[src/rtl/neuro_spider_pkg.sv]
// Shared definitions for the TheNeuroSpider job sequencer: engine config
// register map, cache-select codes, descriptor layout and sequencer states.
package neuro_spider_pkg;

  localparam int DESC_W       = 96;
  localparam int FIELD_W      = 16;
  localparam int NUM_CFG_REGS = 6;

  // Engine configuration registers, written in this order for every job
  localparam logic [15:0] REG_IN_OFF  = 16'h8000;
  localparam logic [15:0] REG_IDX_OFF = 16'h8001;
  localparam logic [15:0] REG_WGT_OFF = 16'h8002;
  localparam logic [15:0] REG_NUM_OPS = 16'h8003;
  localparam logic [15:0] REG_DEST    = 16'h8004;
  localparam logic [15:0] REG_ACT_SEL = 16'h8005;

  // Cache-select code used while programming the config registers
  localparam logic [1:0] CACHE_SEL_CFG = 2'b00;

  // Descriptor field positions (LSB of each 16-bit field)
  localparam int IN_OFF_LSB  = 0;
  localparam int IDX_OFF_LSB = 16;
  localparam int WGT_OFF_LSB = 32;
  localparam int NUM_OPS_LSB = 48;
  localparam int DEST_LSB    = 64;
  localparam int ACT_SEL_LSB = 80;

  typedef enum logic [2:0] {
    ST_IDLE,
    ST_CFG,
    ST_START,
    ST_GUARD,
    ST_WAIT
  } seq_state_e;

  // Descriptor field that belongs in config register 0x8000+idx
  function automatic logic [FIELD_W-1:0] descField(input logic [DESC_W-1:0] desc,
                                                   input logic [2:0] idx);
    case (idx)
      3'd0:    return desc[IN_OFF_LSB  +: FIELD_W];
      3'd1:    return desc[IDX_OFF_LSB +: FIELD_W];
      3'd2:    return desc[WGT_OFF_LSB +: FIELD_W];
      3'd3:    return desc[NUM_OPS_LSB +: FIELD_W];
      3'd4:    return desc[DEST_LSB    +: FIELD_W];
      3'd5:    return desc[ACT_SEL_LSB +: FIELD_W];
      default: return '0;
    endcase
  endfunction

  // Engine address of config register idx
  function automatic logic [15:0] cfgAddr(input logic [2:0] idx);
    return REG_IN_OFF + {13'b0, idx};
  endfunction

endpackage

[src/rtl/neuro_job_fifo.sv]
// Descriptor queue between the host and the sequencer FSM. Flush empties it
// on the next edge and overrides any push or pop in the same cycle; a pop only
// ever returns an entry that was already stored (no write-through bypass).
module neuro_job_fifo
  import neuro_spider_pkg::*;
#(
  parameter int DEPTH = 4
) (
  input  logic                    clk,
  input  logic                    rst_n,
  input  logic                    push_i,
  input  logic                    pop_i,
  input  logic                    flush_i,
  input  logic [DESC_W-1:0]       data_i,
  output logic [DESC_W-1:0]       data_o,
  output logic                    full_o,
  output logic                    empty_o,
  output logic [$clog2(DEPTH):0]  count_o
);

  localparam int AW = $clog2(DEPTH);
  localparam int CW = AW + 1;

  logic [DESC_W-1:0] mem_q [DEPTH];
  logic [AW-1:0]     wrPtr_q, wrPtr_d;
  logic [AW-1:0]     rdPtr_q, rdPtr_d;
  logic [CW-1:0]     count_q, count_d;
  logic              doPush, doPop;

  assign full_o  = (count_q == CW'(DEPTH));
  assign empty_o = (count_q == '0);
  assign count_o = count_q;
  assign data_o  = mem_q[rdPtr_q];

  assign doPush = push_i && !full_o && !flush_i;
  assign doPop  = pop_i && !empty_o && !flush_i;

  // Pointer and occupancy update; pointers wrap naturally since DEPTH is a power of 2
  always_comb begin
    wrPtr_d = wrPtr_q;
    rdPtr_d = rdPtr_q;
    count_d = count_q;
    if (flush_i) begin
      wrPtr_d = '0;
      rdPtr_d = '0;
      count_d = '0;
    end else begin
      if (doPush) wrPtr_d = wrPtr_q + AW'(1);
      if (doPop)  rdPtr_d = rdPtr_q + AW'(1);
      case ({doPush, doPop})
        2'b10:   count_d = count_q + CW'(1);
        2'b01:   count_d = count_q - CW'(1);
        default: count_d = count_q;
      endcase
    end
  end

  // Pointer and count registers
  always_ff @(posedge clk or negedge rst_n) begin
    if (!rst_n) begin
      wrPtr_q <= '0;
      rdPtr_q <= '0;
      count_q <= '0;
    end else begin
      wrPtr_q <= wrPtr_d;
      rdPtr_q <= rdPtr_d;
      count_q <= count_d;
    end
  end

  // Descriptor storage; contents are only meaningful below count, so no reset
  always_ff @(posedge clk) begin
    if (doPush) mem_q[wrPtr_q] <= data_i;
  end

endmodule

[src/rtl/neuro_job_sequencer.sv]
// Job scheduler in front of the TheNeuroSpider engine: pops queued descriptors,
// programs the six config registers, pulses StartOperation and waits for
// ReadyForNextOp. The host owns the engine bus only while the sequencer is idle.
module neuro_job_sequencer
  import neuro_spider_pkg::*;
#(
  parameter int DEPTH   = 4,
  parameter int TIMEOUT = 1024
) (
  input  logic                    clk,
  input  logic                    rst_n,
  input  logic                    job_valid,
  input  logic [DESC_W-1:0]       job_desc,
  output logic                    job_ready,
  input  logic                    flush,
  input  logic [15:0]             host_address,
  input  logic [15:0]             host_wdata,
  input  logic                    host_we,
  input  logic [1:0]              host_cache_sel,
  input  logic                    host_start,
  output logic                    host_stall,
  output logic [15:0]             eng_address,
  output logic [15:0]             eng_wdata,
  output logic                    eng_we,
  output logic [1:0]              eng_cache_sel,
  output logic                    eng_start,
  input  logic                    eng_ready,
  output logic                    busy,
  output logic                    job_done,
  output logic [15:0]             done_count,
  output logic [$clog2(DEPTH):0]  pending,
  output logic                    err_timeout
);

  localparam int TW = $clog2(TIMEOUT + 1);

  seq_state_e        state_q, state_d;
  logic [2:0]        cnt_q, cnt_d;
  logic [TW-1:0]     timer_q, timer_d;
  logic [DESC_W-1:0] desc_q, desc_d;
  logic [15:0]       seqAddr_q, seqAddr_d;
  logic [15:0]       seqWdata_q, seqWdata_d;
  logic              seqWe_q, seqWe_d;
  logic [1:0]        seqSel_q, seqSel_d;
  logic              seqStart_q, seqStart_d;
  logic              jobDone_q, jobDone_d;
  logic [15:0]       doneCount_q, doneCount_d;
  logic              errTimeout_q, errTimeout_d;

  logic              fifoPush, fifoPop, fifoFull, fifoEmpty;
  logic [DESC_W-1:0] fifoHead;
  logic [2:0]        nextCnt;
  logic              isIdle;

  assign fifoPush = job_valid && job_ready;
  assign nextCnt  = cnt_q + 3'd1;
  assign isIdle   = (state_q == ST_IDLE);

  neuro_job_fifo #(.DEPTH(DEPTH)) u_fifo (
    .clk     (clk),
    .rst_n   (rst_n),
    .push_i  (fifoPush),
    .pop_i   (fifoPop),
    .flush_i (flush),
    .data_i  (job_desc),
    .data_o  (fifoHead),
    .full_o  (fifoFull),
    .empty_o (fifoEmpty),
    .count_o (pending)
  );

  // Next-state logic; sequencer bus outputs are computed one cycle ahead so they come straight from flops
  always_comb begin
    state_d      = state_q;
    cnt_d        = cnt_q;
    timer_d      = timer_q;
    desc_d       = desc_q;
    seqAddr_d    = seqAddr_q;
    seqWdata_d   = seqWdata_q;
    seqSel_d     = seqSel_q;
    seqWe_d      = 1'b0;
    seqStart_d   = 1'b0;
    jobDone_d    = 1'b0;
    doneCount_d  = doneCount_q;
    errTimeout_d = errTimeout_q;
    fifoPop      = 1'b0;

    case (state_q)
      ST_IDLE: begin
        if (!fifoEmpty && eng_ready && !flush) begin
          fifoPop = 1'b1;
          desc_d  = fifoHead;
          if (descField(fifoHead, 3'd3) == '0) begin
            jobDone_d   = 1'b1;
            doneCount_d = doneCount_q + 16'd1;
          end else begin
            state_d    = ST_CFG;
            cnt_d      = 3'd0;
            seqAddr_d  = cfgAddr(3'd0);
            seqWdata_d = descField(fifoHead, 3'd0);
            seqSel_d   = CACHE_SEL_CFG;
            seqWe_d    = 1'b1;
          end
        end
      end
      ST_CFG: begin
        if (cnt_q == 3'(NUM_CFG_REGS - 1)) begin
          state_d    = ST_START;
          seqStart_d = 1'b1;
        end else begin
          cnt_d      = nextCnt;
          seqAddr_d  = cfgAddr(nextCnt);
          seqWdata_d = descField(desc_q, nextCnt);
          seqSel_d   = CACHE_SEL_CFG;
          seqWe_d    = 1'b1;
        end
      end
      ST_START: begin
        state_d = ST_GUARD;
      end
      ST_GUARD: begin
        state_d = ST_WAIT;
        timer_d = '0;
      end
      ST_WAIT: begin
        if (eng_ready) begin
          state_d     = ST_IDLE;
          jobDone_d   = 1'b1;
          doneCount_d = doneCount_q + 16'd1;
        end else if (timer_q == TW'(TIMEOUT - 1)) begin
          state_d      = ST_IDLE;
          errTimeout_d = 1'b1;
        end else begin
          timer_d = timer_q + TW'(1);
        end
      end
      default: begin
        state_d = ST_IDLE;
      end
    endcase

    if (flush) errTimeout_d = 1'b0;
  end

  // State, descriptor, bus and status registers
  always_ff @(posedge clk or negedge rst_n) begin
    if (!rst_n) begin
      state_q      <= ST_IDLE;
      cnt_q        <= '0;
      timer_q      <= '0;
      desc_q       <= '0;
      seqAddr_q    <= '0;
      seqWdata_q   <= '0;
      seqWe_q      <= 1'b0;
      seqSel_q     <= '0;
      seqStart_q   <= 1'b0;
      jobDone_q    <= 1'b0;
      doneCount_q  <= '0;
      errTimeout_q <= 1'b0;
    end else begin
      state_q      <= state_d;
      cnt_q        <= cnt_d;
      timer_q      <= timer_d;
      desc_q       <= desc_d;
      seqAddr_q    <= seqAddr_d;
      seqWdata_q   <= seqWdata_d;
      seqWe_q      <= seqWe_d;
      seqSel_q     <= seqSel_d;
      seqStart_q   <= seqStart_d;
      jobDone_q    <= jobDone_d;
      doneCount_q  <= doneCount_d;
      errTimeout_q <= errTimeout_d;
    end
  end

  assign job_ready   = !fifoFull;
  assign busy        = !isIdle;
  assign host_stall  = !isIdle;
  assign job_done    = jobDone_q;
  assign done_count  = doneCount_q;
  assign err_timeout = errTimeout_q;

  assign eng_address   = isIdle ? host_address   : seqAddr_q;
  assign eng_wdata     = isIdle ? host_wdata     : seqWdata_q;
  assign eng_we        = isIdle ? host_we        : seqWe_q;
  assign eng_cache_sel = isIdle ? host_cache_sel : seqSel_q;
  assign eng_start     = isIdle ? host_start     : seqStart_q;

endmodule
[config.mk]
export PLATFORM = sky130hd
export DESIGN_NAME = neuro_job_sequencer
export DESIGN_NICKNAME = d
export VERILOG_FILES = /design/src/rtl/neuro_spider_pkg.sv /design/src/rtl/neuro_job_fifo.sv /design/src/rtl/neuro_job_sequencer.sv
export SDC_FILE = /design/constraint.sdc
export NUM_CORES = 1
export LEC_CHECK = 0
export ABC_AREA = 1
export ABC_CLOCK_PERIOD_IN_PS = 5900
export BUFFER_PORTS_ARGS = -buffer_cell sky130_fd_sc_hd__buf_2
export CORE_AREA = 2 2 171 299
export CTS_CLUSTER_SIZE = 25
export DETAILED_ROUTE_END_ITERATION = 8
export DIE_AREA = 0 0 173 301
export PLACE_DENSITY_LB_ADDON = 0.15
export SKIP_LAST_GASP = 1
export SYNTH_ARGS = -nofsm -noshare
export SYNTH_HDL_FRONTEND = slang
export SYNTH_SLANG_ARGS = --single-unit
[constraint.sdc]
create_clock -name clk -period 5.9 [get_ports clk]
set_input_delay 1.18 -clock clk [delete_from_list [all_inputs] [get_ports clk]]
set_output_delay 1.18 -clock clk [all_outputs]
set_load 0.005 [all_outputs]
==> results.py <==
metrics = {
    "clock_network": {
        "ctsResizeCount": 0,
        "htreeDepth": 2,
        "cts_hold_buf": 0,
        "cts.path.max_buffers": 3,
        "worstSkewPairLatency_ns": 0.59,
        "clockRootBuffer": "clkbuf_16",
        "cts_buffers": 49,
        "clock_sinks": 541,
        "cts_setup_buffers": 0,
        "path_clk_slew_ns": 0.06,
        "tritoncts": "yes",
    },
    "sta": {
        "fmax_ghz": 0.235,
        "slew_headroom_pct": 39.0,
        "grt_setup_unrepaired": "false",
        "slew_viol_final": 0,
        "setup_viol": 0,
        "setup_tns_ns": 0,
        "final-hold-violation-count": 0,
        "fin_skew_ns": 0.0229,
        "period_share_pct": 72.1,
        "fin_crit_ns": 4.25,
        "worst_pin_slew_ns": 0.914,
    },
    "routing": {
        "drt_iter0_drc": 1260,
        "drtAntennaViolNets": 0,
        "viasPerCell": 5.28,
        "drtPass1Iterations": 5,
        "vias": 15100,
        "drt-total-wl_um": 56100,
        "wl_per_cell_um": 19.7,
        "drc": 0,
    },
    "floorplanning": {
        "die_h_um": 301,
        "top_level_ports": 197,
        "die_w_um": 173,
        "start_util_pct": 44.8,
        "fp-row-count": 108,
        "core_area_um2": 49500,
        "die_area_um2": 52100,
    },
    "pwr": {
        "p_leak_nw": 10.0,
        "power.density_nw_per_um2": 404,
        "power_mw": 10.2,
        "max-vdd-ir-drop_uv": 254,
    },
    "synthesis": {
        "yosys_warnings": 0,
        "yosysTopAreaCell": "edfxtp_1",
        "synth_seq_area_share_pct": 69.7,
        "syn-instance-count": 1998,
        "synthDistinctLibCells": 42,
        "async_reset_ff_share_pct": 29.0,
        "syn_avg_cell_area_um2": 11.1,
        "synth.most_common_cell": "edfxtp_1",
        "netlist_area_um2": 22200,
        "ys_top_cells_by_count": "384 x edfxtp_1, 360 x nand2_1, 279 x o21ai_0",
        "yosys-top-cells-area": "edfxtp_1 52%, dfrtp_1 18%, o21ai_0 6.3%",
        "synth-edff-count": 384,
        "syn_nets": 2147,
        "synth_top_cell_area_share_pct": 52.0,
        "yosys_most_used_dff": "edfxtp_1",
        "synth_seq_cells": 541,
    },
    "setup_path": {
        "crit_fanout": 36,
        "path_buf_inv": 2,
        "criticalPathCategory": "reg -> out",
        "cp.arrival_ns": 3.07,
        "cp-start-kind": "flip-flop",
        "path_cells": "nor2_2, nand2_2, clkinv_1, o21ai_0, buf_2",
        "worst_setup_path_end_kind": "output port",
        "critPathLaunch": "state_q[2]",
        "r2r-start": "u_fifo.rdPtr_q[0]",
        "path_delay_family": "buffers and inverters",
        "cp_data_required_time_ns": 4.72,
        "critPathMaxStageDelay_ns": 0.88,
        "slowest_stage": "clkinv_1",
    },
    "final_layout": {
        "fin_nets": 2302,
        "syn_to_final_growth_pct": 13.8,
        "fillerInstances": 4396,
        "diodes": 0,
        "drive_above_1_share_pct": 13.6,
        "seq_area_um2": 15500,
        "multi_input_area_um2": 5730,
    },
    "global_routing": {
        "grt_max_degree": 97,
        "grt_pass1_wl_um": 86000,
        "grt-ovfl-total": 0,
        "busiest_layer": "met2",
        "grtUsageTotal_pct": 21.3,
        "grt_pass1_vias": 14700,
        "met2_usage_pct": 38.1,
        "gr-usage-met3_pct": 2.73,
        "antenna_found_initial": 2,
        "grt_use_met1_pct": 26.9,
    },
    "min_path": {
        "hold_class": "reg -> reg",
        "min_from": "desc_q[60]",
    },
    "placement": {
        "gp_congestion": 0.890,
        "io_buffer_count": 196,
        "dp_hpwl_um": 35400,
    },
    "job": {
        "drv_cap": 0,
    },
    "outcome": {
        "status": "completed",
    },
}
## layout make-up
| class | instances | area share, % |
|---|---|---|
| Clock buffer | 70 | 5.33 |
| Clock inverter | 21 | 0.808 |
| Inverter | 137 | 2.06 |
| Multi-Input combinational cell | 1212 | 22.7 |
| Sequential cell | 541 | 61.3 |
| Tap cell | 660 | 3.27 |
| Timing Repair Buffer | 212 | 4.59 |
## cells by family after synthesis
family	Yosys count	synth area share (%)
xor gates and xnor gates	19	0.751
adders and majority gates	12	0.711
AOI/OAI and AO/OA	413	10.1
and+or+nand+nor	768	14.1
buffers and inverters	245	4.60
DFF	541	69.7
## final timing paths
check | end | slack, ns | cells past startpoint
max reg2reg | seqWdata_q[14] | 2.35 | 11
max | eng_address[15] | 1.65 | 5
min reg2reg | desc_q[60] | 0.49 | 2
max in group asynchronous | desc_q[23] | 4.20 | 2
min | desc_q[60] | 0.49 | 2
min in group asynchronous | job_done | 0.53 | 1
## layout by cell type, fill, tap and decap left out, types with 4 or more instances in the layout
| master | instances |
|---|---|
| edfxtp_1 | 384 |
| nand2_1 | 360 |
| o21ai_0 | 279 |
| nor2_1 | 253 |
| buf_2 | 195 |
| dfrtp_1 | 155 |
| inv_1 | 131 |
| nand3_1 | 114 |
| o22ai_1 | 85 |
| clkbuf_16 | 49 |
| a21oi_1 | 18 |
| clkbuf_1 | 17 |
| nor3_1 | 14 |
| xor2_1 | 14 |
| buf_4 | 12 |
| ha_1 | 11 |
| clkinv_1 | 10 |
| o22a_1 | 8 |
| a22oi_1 | 8 |
| nor2_4 | 6 |
| clkinv_2 | 6 |
| o21ai_1 | 5 |
| xnor2_1 | 5 |
| and3_1 | 4 |
| clkbuf_8 | 4 |
| buf_12 | 4 |
## registers in the layout, indices dropped and copies added, names as in the netlist, 2 cells and up
name / count
u_fifo.mem_q: 384
desc_q: 96
done_count: 16
seqWdata_q: 16
timer_q: 11
state_q: 3
u_fifo.count_o: 3
cnt_q: 2
seqAddr_q: 2
u_fifo.rdPtr_q: 2
u_fifo.wrPtr_q: 2
## routing by layer
layer	share of wire [%]	routed length [um]
met5	0.023	13
met4	2.8	1580
met3	4.3	2390
met2	52	29200
met1	41	22900
## tightest hold or removal path, cell delays in order, from the launching register on
cell	delay (ns)
dfrtp_1	0.35
nand2_1	0.05
o21ai_0	0.06
## where the power goes
group | total, mW | switching (mW) | internal, mW
Sequential | 4.86 | 0.265 | 4.60
Clock | 3.10 | 1.38 | 1.73
Combinational | 2.22 | 1.52 | 0.700
Total | 10.2 | 3.17 | 7.03
## through the flow
step                area, um2  hold slack (ns)  util, %  instances  setup WS, ns
detailed placement      23700            0.476     47.9       2762          2.17
finish                  25200            0.494     51.0       2853          1.65
global placement        23700            0.470     47.9       2762          2.32
floorplan               22200            0.435        -       1998        -0.141
global route            25200            0.519     51.0       2853          1.25
CTS                     25200            0.492     51.0       2853          1.55
Power figures use the tool's default switching activity.
